`config.mk`:
```
export PLATFORM = sky130hd
export DESIGN_NAME = pipeline_run_ctrl
export DESIGN_NICKNAME = d
export VERILOG_FILES = /design/src/rtl/pipeline_run_ctrl.sv
export SDC_FILE = /design/constraint.sdc
export NUM_CORES = 1
export LEC_CHECK = 0
export CELL_PAD_IN_SITES_DETAIL_PLACEMENT = 2
export CELL_PAD_IN_SITES_GLOBAL_PLACEMENT = 2
export CORE_MARGIN = 2
export CORE_UTILIZATION = 28
export DETAILED_ROUTE_END_ITERATION = 10
export PLACE_DENSITY = 0.81
export SLEW_MARGIN = 20
export SYNTH_ARGS = -nofsm -noshare
export SYNTH_HDL_FRONTEND = slang
export SYNTH_SLANG_ARGS = --single-unit
```
`constraint.sdc`:
```
create_clock -name clk -period 2.8 [get_ports clk]
set_input_delay 0.84 -clock clk [delete_from_list [all_inputs] [get_ports clk]]
set_output_delay 0.84 -clock clk [all_outputs]
set_load 0.01 [all_outputs]
```
`src/rtl/pipeline_run_ctrl.sv`:
```
// Run controller for a pipelined core: sequences the core reset, counts cycles
// and retired instructions while running, and latches a pass/fail verdict from
// a tohost store or a cycle-budget timeout.
module pipeline_run_ctrl #(
  parameter int unsigned     XLEN         = 32,
  parameter int unsigned     CNT_W        = 32,
  parameter int unsigned     RESET_CYCLES = 1,
  parameter int unsigned     MAX_CYCLES   = 5,
  parameter logic [XLEN-1:0] TOHOST_ADDR  = XLEN'(32'h0000_1000),
  parameter logic [XLEN-1:0] PASS_CODE    = XLEN'(1)
) (
  input  logic             clk,
  input  logic             rst,
  input  logic             start,
  input  logic             retire_valid,
  input  logic             mem_wr_en,
  input  logic [XLEN-1:0]  mem_addr,
  input  logic [XLEN-1:0]  mem_wdata,
  output logic             core_rst,
  output logic             running,
  output logic             done,
  output logic             pass,
  output logic             fail,
  output logic             timeout,
  output logic [XLEN-1:0]  result,
  output logic [CNT_W-1:0] cycle_count,
  output logic [CNT_W-1:0] instret
);

  localparam int unsigned HOLD_W = (RESET_CYCLES > 1) ? $clog2(RESET_CYCLES) : 1;
  localparam logic [HOLD_W-1:0] HOLD_INIT = HOLD_W'(RESET_CYCLES - 1);
  localparam logic [CNT_W-1:0]  LAST_CYCLE = CNT_W'(MAX_CYCLES - 1);

  typedef enum logic [1:0] {
    ST_IDLE  = 2'd0,
    ST_RESET = 2'd1,
    ST_RUN   = 2'd2,
    ST_DONE  = 2'd3
  } state_e;

  state_e            state_q, state_d;
  logic [HOLD_W-1:0] hold_q, hold_d;
  logic              core_rst_q, core_rst_d;
  logic              running_q, running_d;
  logic              done_q, done_d;
  logic              pass_q, pass_d;
  logic              fail_q, fail_d;
  logic              timeout_q, timeout_d;
  logic [XLEN-1:0]   result_q, result_d;
  logic [CNT_W-1:0]  cycle_q, cycle_d;
  logic [CNT_W-1:0]  instret_q, instret_d;
  logic              tohost_hit;

  assign tohost_hit = mem_wr_en && (mem_addr == TOHOST_ADDR);

  // Next-state, counter and verdict logic; outputs are derived from the next state
  always_comb begin
    state_d   = state_q;
    hold_d    = hold_q;
    pass_d    = pass_q;
    fail_d    = fail_q;
    timeout_d = timeout_q;
    result_d  = result_q;
    cycle_d   = cycle_q;
    instret_d = instret_q;

    case (state_q)
      ST_IDLE, ST_DONE: begin
        if (start) begin
          state_d   = ST_RESET;
          hold_d    = HOLD_INIT;
          pass_d    = 1'b0;
          fail_d    = 1'b0;
          timeout_d = 1'b0;
          result_d  = '0;
          cycle_d   = '0;
          instret_d = '0;
        end
      end
      ST_RESET: begin
        if (hold_q == '0) begin
          state_d = ST_RUN;
        end else begin
          hold_d = hold_q - HOLD_W'(1);
        end
      end
      ST_RUN: begin
        cycle_d = cycle_q + CNT_W'(1);
        if (retire_valid && (instret_q != '1)) begin
          instret_d = instret_q + CNT_W'(1);
        end
        // A tohost store takes priority over an expiring budget
        if (tohost_hit) begin
          state_d  = ST_DONE;
          result_d = mem_wdata;
          if (mem_wdata == PASS_CODE) begin
            pass_d = 1'b1;
          end else begin
            fail_d = 1'b1;
          end
        end else if (cycle_q == LAST_CYCLE) begin
          state_d   = ST_DONE;
          timeout_d = 1'b1;
          fail_d    = 1'b1;
          result_d  = '0;
        end
      end
      default: state_d = ST_IDLE;
    endcase

    core_rst_d = (state_d == ST_RUN);
    running_d  = (state_d == ST_RUN);
    done_d     = (state_d == ST_DONE);
  end

  // State and registered outputs
  always_ff @(posedge clk or negedge rst) begin
    if (!rst) begin
      state_q    <= ST_IDLE;
      hold_q     <= '0;
      core_rst_q <= 1'b0;
      running_q  <= 1'b0;
      done_q     <= 1'b0;
      pass_q     <= 1'b0;
      fail_q     <= 1'b0;
      timeout_q  <= 1'b0;
      result_q   <= '0;
      cycle_q    <= '0;
      instret_q  <= '0;
    end else begin
      state_q    <= state_d;
      hold_q     <= hold_d;
      core_rst_q <= core_rst_d;
      running_q  <= running_d;
      done_q     <= done_d;
      pass_q     <= pass_d;
      fail_q     <= fail_d;
      timeout_q  <= timeout_d;
      result_q   <= result_d;
      cycle_q    <= cycle_d;
      instret_q  <= instret_d;
    end
  end

  assign core_rst    = core_rst_q;
  assign running     = running_q;
  assign done        = done_q;
  assign pass        = pass_q;
  assign fail        = fail_q;
  assign timeout     = timeout_q;
  assign result      = result_q;
  assign cycle_count = cycle_q;
  assign instret     = instret_q;

endmodule

```
Yosys cells after proc, flatten, opt, wreduce, memory -nomap -nowiden
Index checks and enable logic that the tools add are counted.

Add/sub/neg operators: 3. Equality and inequality tests: 17. Multiplexer cells: 24. Reductions and logical operators: 13.

Operators with widths (number): one-hot mux 32 bit (2 select lines) (3); 2-to-1 mux 32 bit (4); adder 32 x 1 -> 32 bit (second input constant) (2); equality test 32 x 1 -> 1 bit (second input constant) (1); equality test 32 x 13 -> 1 bit (second input constant) (1); equality test 32 x 3 -> 1 bit (second input constant) (1); inequality test 32 bit (second input constant) (1); inequality test 2 bit (second input constant) (6); AND reduction 4 bit (3); equality test 2 bit (second input constant) (4); 2-to-1 mux 1 bit (8); 2-to-1 mux 2 bit (4); one-hot mux 1 bit (2 select lines) (4); inequality test 3 bit (second input constant) (2); one-hot mux 2 bit (3 select lines) (1); AND reduction 3 bit (2); AND reduction 2 bit (2); nonzero test 2 bit (2); equality test 2 x 1 -> 1 bit (second input constant) (1); logical AND 1 bit (2); logical NOT 2 bit (1); OR reduction 2 bit (1); subtractor 1 bit (second input constant) (1).

Register bits after elaboration: 104. Bits of input ports: 69. Logic and storage cells: 67.

Logic depth before layout (Yosys ltp)
Gate-level depths: netlist (run 1).

Depth after elaboration: 5. Gate-level depth with buffers: 10.

Least setup slack after synthesis (run 1)
Ideal clock, no wire load.

Path kind: input port to flip-flop. Start: input port mem_addr[31]. End: register result_q[0], in the netlist result[0]. Arrival: 2416 ps. Path slack: 263 ps. Stages: 6. Cell sequence: nor4b_1 > nand4_1 > or4_4 > a31o_4 > buf_6 > a22o_1.

Longest elaborated chain between the ends: 4.

RTL lines: from (decl) (RTL line 17) `input logic [XLEN-1:0] mem_addr,`; equality test 32 x 13 -> 1 bit (*) (RTL line 54) `assign tohost_hit = mem_wr_en && (mem_addr == TOHOST_ADDR);`; logical AND 1 bit (*) (RTL line 54); inequality test 3 bit (no source line) or 2-to-1 mux 32 bit (tied branches); AND reduction 3 bit (no source line) or one-hot mux 32 bit (2 select lines) (tied branches); to (signal assigned) (RTL line 139) `result_q <= result_d;`; to (decl) (RTL line 49) `logic [XLEN-1:0] result_q, result_d;`.

Every way passes the cells marked *; elsewhere a longest branch is shown, timed or not. A chain may end at the register's enable or synchronous reset.

Worst setup path after layout (run 1)
Start: input port mem_addr[24]. End: register result_q[9], in the netlist result[9].

The elaborated chain is that of the path after synthesis.

==> results.ini, run 1 <==
[run_status]
status=finished, final reports clean

[clock_network]
clk-insertion-delay-late_ns=0.35
cts_hold_buf=0
cts_tree=built
clock-sinks=103
cts_root_buf=clkbuf_16
clkTransAtPathRegs_ns=0.07
cts_buffer_depth=2
cts-htree-levels=3
cts_buffers=9

[global_route]
first_global_vias=5821
grt_overflow_total=0
track_usage_pct=22.26
antenna_found_initial=1
grt_max_degree=49
grt_pass1_wl_um=34260

[yosys]
synthArstFlopShare_pct=100.0
synth_enable_flop_cells=0
synth_cells=530
syn_area_sq_mm=0.005197
ys.flop_type=dfrtp_1
ys_warn_count=0
synth-seq-area-share_pct=49.59
synth_cell_types=45
synth_seq_cells=103
synth_nets=603
syn_area_per_cell_sq_um=9.807

[pwr]
p_leak_nw=3.371
vdd_drop_max_v=0.0003439
total_power_mw=4.242
power.density_mw_per_mm2=538.8

[worst_setup_path]
end_kind=flip-flop
startpoint=mem_addr[24]
cp_max_fo=8
path_class=in2reg
r2r_slack_ns=0.27
crit_arrival_ns=3.07
timing.rr.start=state_q[0]
r2r_cells=8
worst_r2r_endpoint=instret[31]
critPathLaunchType=input port
critPathRequiredTime_ns=3.09

[finish]
layout-area-overhead-vs-synth_pct=51.49
drive_gt1_share_pct=9.366
instances_no_fill=956
fillerInstances=1907
fin_area_sq_mm=0.007874
postLayoutCoreUtil_pct=43.54
nets=794

[hold_path]
whs_endpoint=result[31]
hold_depth=1
hold_class=reg2reg
hold_start=result[31]

[floorplan]
pin_count=171
die_w_um=140.2
core_sq_mm=0.01809
fp-row-count=49
die-area_sq_mm=0.01967
initial_core_util_pct=28.74
die_h_um=140.2

[drt]
drcViolationCount=0
dr.pass1.iters=4
viasPerCell=5.451
wirelength_um=22060
wl_per_cell_um=23.07
final_antenna_net_count=0
vias=5211
drt-initial-drc-count=215

[placement]
place_hpwl_um=15250
dp_cells=931
io_buffers=170
gp_congestion=0.8263
place_area_sq_mm=0.007336

[timing]
relSlewSlack_pct=52.23
hold_slack_ns=0.5250
fmax_mhz=359.2
hold_viol=0
post-route-period-util_pct=99.42
skew_ns=0.01092
worst_pin_slew_ns=0.7166
finalSetupViolCount=0
finalMaxSlewViolations=0
period_minus_slack_ns=2.784

[job]
maxCapViolCount=0

-- layout make-up --
cell class              instances  area [sq um]  area share, %
flip-flops and latches        103          2577          32.73
multi-input cells             387          2545          32.32
repair buffers                204          2103          26.71
well taps                     229         286.5          3.639
clock buffers                  11         242.7          3.083
inverters                      16         60.06         0.7628
clock inverters                 5         56.30         0.7151
diodes                          1         2.502        0.03178
-- worst max path at each step --
stage / end / slack [ns] / cells past startpoint
after floorplan: result[0] / 0.26 / 6
after global placement: result[25] / -0.27 / 6
after detailed placement: result[8] / -0.45 / 6
after CTS: result[6] / -0.004 / 7
after global routing: result[2] / -0.03 / 8
final: result[9] / 0.02 / 7
-- routing by layer --
metal	up-vias	GRT usage, %	wire [um]	part of all wire (%)
li1	2346	-	-	-
met5	-	0	0	0
met1	2675	27.62	9208	42
met3	31	3.829	983	4.5
met4	0	8.293	476	2.2
met2	159	38.85	11390	52
-- state kept, by name, summed over array words and instances (netlist names) --
name and count:
state_q 2, cycle_count 32, instret 32, done 1
fail 1, running 1, timeout 1, pass 1
result 32
-- cell usage in the layout (no fill, tap or decap), types with 3 or more instances in the layout --
cell type	Yosys	routed
mux2i_1	8	8
nand2b_1	12	12
nand4_1	22	22
a22o_1	35	35
and4_1	9	9
nor4_1	31	27
or3_1	14	14
dlymetal6s2s_1	0	15
o21ai_0	19	18
a31oi_1	3	3
and2_1	5	5
nand2_1	39	39
dfrtp_1	103	103
buf_4	1	24
nor2_1	48	46
and3_1	5	5
nor3_1	20	20
o211ai_1	3	3
clkbuf_16	0	11
a31o_4	1	4
inv_1	16	16
buf_12	0	5
buf_6	3	4
clkdlybuf4s50_1	0	153
ha_1	4	4
nor4_2	0	4
a21oi_1	17	17
nand3_1	24	24
nor4b_1	8	6
a31o_2	4	4
xnor2_1	31	31
-- cell usage after synthesis (3+ instances only) --
cell type | number | area, sq um
a21oi_1 | 17 | 85.08
clkbuf_1 | 12 | 45.04
nor4_1 | 31 | 193.9
buf_6 | 3 | 33.78
nand3_1 | 24 | 120.1
and2_1 | 5 | 31.28
a22o_1 | 35 | 306.5
ha_1 | 4 | 50.05
nor2_1 | 48 | 180.2
mux2i_1 | 8 | 80.08
a31oi_1 | 3 | 18.77
xnor2_1 | 31 | 271.5
o21ai_0 | 19 | 95.09
nor3_1 | 20 | 100.1
nand4_1 | 22 | 137.6
buf_1 | 3 | 11.26
and3_1 | 5 | 31.28
dfrtp_1 | 103 | 2577
nand2b_1 | 12 | 75.07
buf_2 | 8 | 40.04
o211ai_1 | 3 | 22.52
a31o_2 | 4 | 35.03
nand2_1 | 39 | 146.4
or3_1 | 14 | 87.58
inv_1 | 16 | 60.06
nor4b_1 | 8 | 70.07
and4_1 | 9 | 78.83
-- power breakdown --
part	internal (mW)	switching, mW	total [mW]
combinational	0.537	0.669	1.21
sequential	1.58	0.137	1.72
clock	0.720	0.599	1.32
-- metrics by stage --
stage           TNS (ns)  setup WS [ns]
2_1_floorplan          0         0.2631
3_3_place_gp      -8.639        -0.2702
3_5_place_dp      -14.70        -0.4469
4_1_cts        -0.007294      -0.003753
5_1_grt          -0.1334       -0.03370
6_report               0        0.01615
-- worst max-delay path, cell delays in order --
cell and delay (ns):
clkdlybuf4s50_1 0.44, or3_1 0.44, or4_4 0.57, buf_6 0.16
nor2_4 0.24, clkbuf_16 0.22, a22o_1 0.15
-- cell families after synthesis --
family / after synthesis / share of synthesized area [%]
simple gates: 245 / 25.45
flops: 103 / 49.59
compound gates: 94 / 13.05
buf+inv: 43 / 3.804
xor+xnor: 32 / 5.392
mux: 9 / 1.757
fa+ha+maj: 4 / 0.9630
-- repair_timing --
| action | 4_1_cts | 5_1_grt |
|---|---|---|
| gates resized for setup | 10 | 23 |
| setup endpoints to repair | 32 | 32 |
| pin swaps | 17 | 15 |
| buffers inserted | 2 | 0 |
| hold endpoints to repair | 0 | 0 |
| gates cloned | 4 | 2 |
(Power assumes the default switching activity.)
==> inputs of run 2 (changes only) <==
==> config.mk (replaced) <==
export PLATFORM = sky130hd
export DESIGN_NAME = pipeline_run_ctrl
export DESIGN_NICKNAME = d
export VERILOG_FILES = /design/src/rtl/pipeline_run_ctrl.sv
export SDC_FILE = /design/constraint.sdc
export NUM_CORES = 1
export LEC_CHECK = 0
export CORE_MARGIN = 2
export CORE_UTILIZATION = 46
export DETAILED_ROUTE_END_ITERATION = 10
export PLACE_DENSITY = 0.8
export SLEW_MARGIN = 20
export SYNTH_ARGS = -nofsm -noshare
export SYNTH_HDL_FRONTEND = slang
export SYNTH_SLANG_ARGS = --single-unit
==> results.ini, run 2 (same netlist as run 1, synthesis figures left out) <==
[timing]
worst_pin_slew_ns=0.6668
finalMaxSlewViolations=0
finalSetupViolCount=0
skew_ns=0.005700
relSlewSlack_pct=55.25
setup_slack_ns=0.04843
fmax_mhz=363.4
hold_viol=0
hold_slack_ns=0.5047
tns_ns=0
post-route-period-util_pct=98.27
period_minus_slack_ns=2.752

[clock_network]
clkTransAtPathRegs_ns=0.07
cts_hold_buf=0
cts_root_buf=clkbuf_16
cts_buffer_depth=2
clk-insertion-delay-late_ns=0.34
cts-htree-levels=3
cts-resized-gates=0
post_cts_buffers=0
cts_tree=built
clock-sinks=103
cts_buffers=9

[placement]
io_buffers=170
post-place-ws_ns=-0.2694
place_hpwl_um=10560
dp_cells=837
gp_congestion=0.8649
place_area_sq_mm=0.007174

[global_route]
grt_max_degree=104
busiest_layer=met2
first_global_vias=4799
globalRouteMet3Util_pct=3.821
grt_overflow_total=0
globalRouteMet2Util_pct=41.10
antenna_found_initial=0
track_usage_pct=24.94
grt_pass1_wl_um=23830
grtUsageMet1_pct=34.04

[worst_setup_path]
cp_slowest_cell=or4_4
crit_chain=clkdlybuf4s50_1, nor4b_1, nand4_1, or4_4, buf_4, nor2_4, clkbuf_16, a22o_1
path_class=in2reg
critPathLaunchType=input port
end_kind=flip-flop
worst-path-buf-inv=3
cp_max_fo=16
critPathMaxStageDelay_ns=0.59
crit_family=simple AND/OR/NAND/NOR gates
critPathRequiredTime_ns=3.07
crit_arrival_ns=3.02

[finish]
layout_common_cells=clkdlybuf4s50_1 (169), dfrtp_1 (103), nor2_1 (46), nand2_1 (39), a22o_1 (35)
fillerInstances=867
instances_no_fill=854
fin_area_sq_mm=0.007587
layout-area-overhead-vs-synth_pct=45.98
nets=783
drive_gt1_share_pct=7.283
postLayoutCoreUtil_pct=69.38
final_common_cell=clkdlybuf4s50_1
antenna_cells=0

[pwr]
total_power_mw=4.293
vdd_drop_max_v=0.0003529
power.density_mw_per_mm2=565.8
p_leak_nw=3.174

[drt]
drcViolationCount=0
vias=5017
drt-initial-drc-count=433
wl_per_cell_um=17.95
dr.pass1.iters=5
wirelength_um=15330
final_antenna_net_count=0
viasPerCell=5.875

[job]
maxCapViolCount=0

[run_status]
status=finished, final reports clean

[hold_path]
hold_class=reg2reg

[floorplan]
die-area_sq_mm=0.01217
initial_core_util_pct=47.53
core_sq_mm=0.01094
die_h_um=110.3
die_w_um=110.3
fp-row-count=38
pin_count=171

run 2: cell types whose count changed in the layout (fill, tap and decap cells not counted), moves of 3 or more:
cell             before  now
nor4_1               27   31
dlymetal6s2s_1       15    0
nor4_2                4    0
buf_4                24   21
clkdlybuf4s50_1     153  169
buf_6                 4    0
bufinv_16             1    4
run 2: final timing paths:
path | slack (ns) | to | depth (start not counted) | from
setup reg to reg | 0.44 | instret[11] | 7 | instret[0]
hold reg to reg | 0.50 | pass | 2 | pass
max in group asynchronous | 1.82 | cycle_count[12] | 2 | rst
hold / removal | 0.50 | pass | 2 | pass
setup / recovery | 0.05 | result[23] | 8 | mem_addr[31]
min in group asynchronous | 0.57 | result[18] | 2 | rst
run 2: layout make-up:
cell class / instances / area (sq um) / share of cell area [%]
sequential: 103 / 2577 / 33.97
multi-input combinational: 385 / 2461 / 32.44
timing repair buffer: 195 / 1954 / 25.76
clock buffer: 9 / 225.2 / 2.968
tap: 140 / 175.2 / 2.309
clock inverter: 6 / 133.9 / 1.765
inverter: 16 / 60.06 / 0.7916
run 2: routing by layer:
layer | up-vias | share of wire, %
met5 | - | 0
met4 | 0 | 1.6
met3 | 25 | 6.6
met2 | 196 | 48
met1 | 2471 | 44
li1 | 2325 | -
run 2: power by group:
| part | internal (mW) | leakage, nW | switching, mW |
|---|---|---|---|
| Combinational | 0.507 | 1.60 | 0.565 |
| Clock | 0.959 | 0.175 | 0.552 |
| Sequential | 1.58 | 1.40 | 0.128 |
run 2: worst register-to-register path, cell delays in order (launching register included):
cell and delay (ns):
dfrtp_1 0.46, ha_1 0.28, and3_1 0.22, and4bb_1 0.27
a311o_1 0.42, buf_4 0.19, or4_1 0.40, nand2_1 0.08
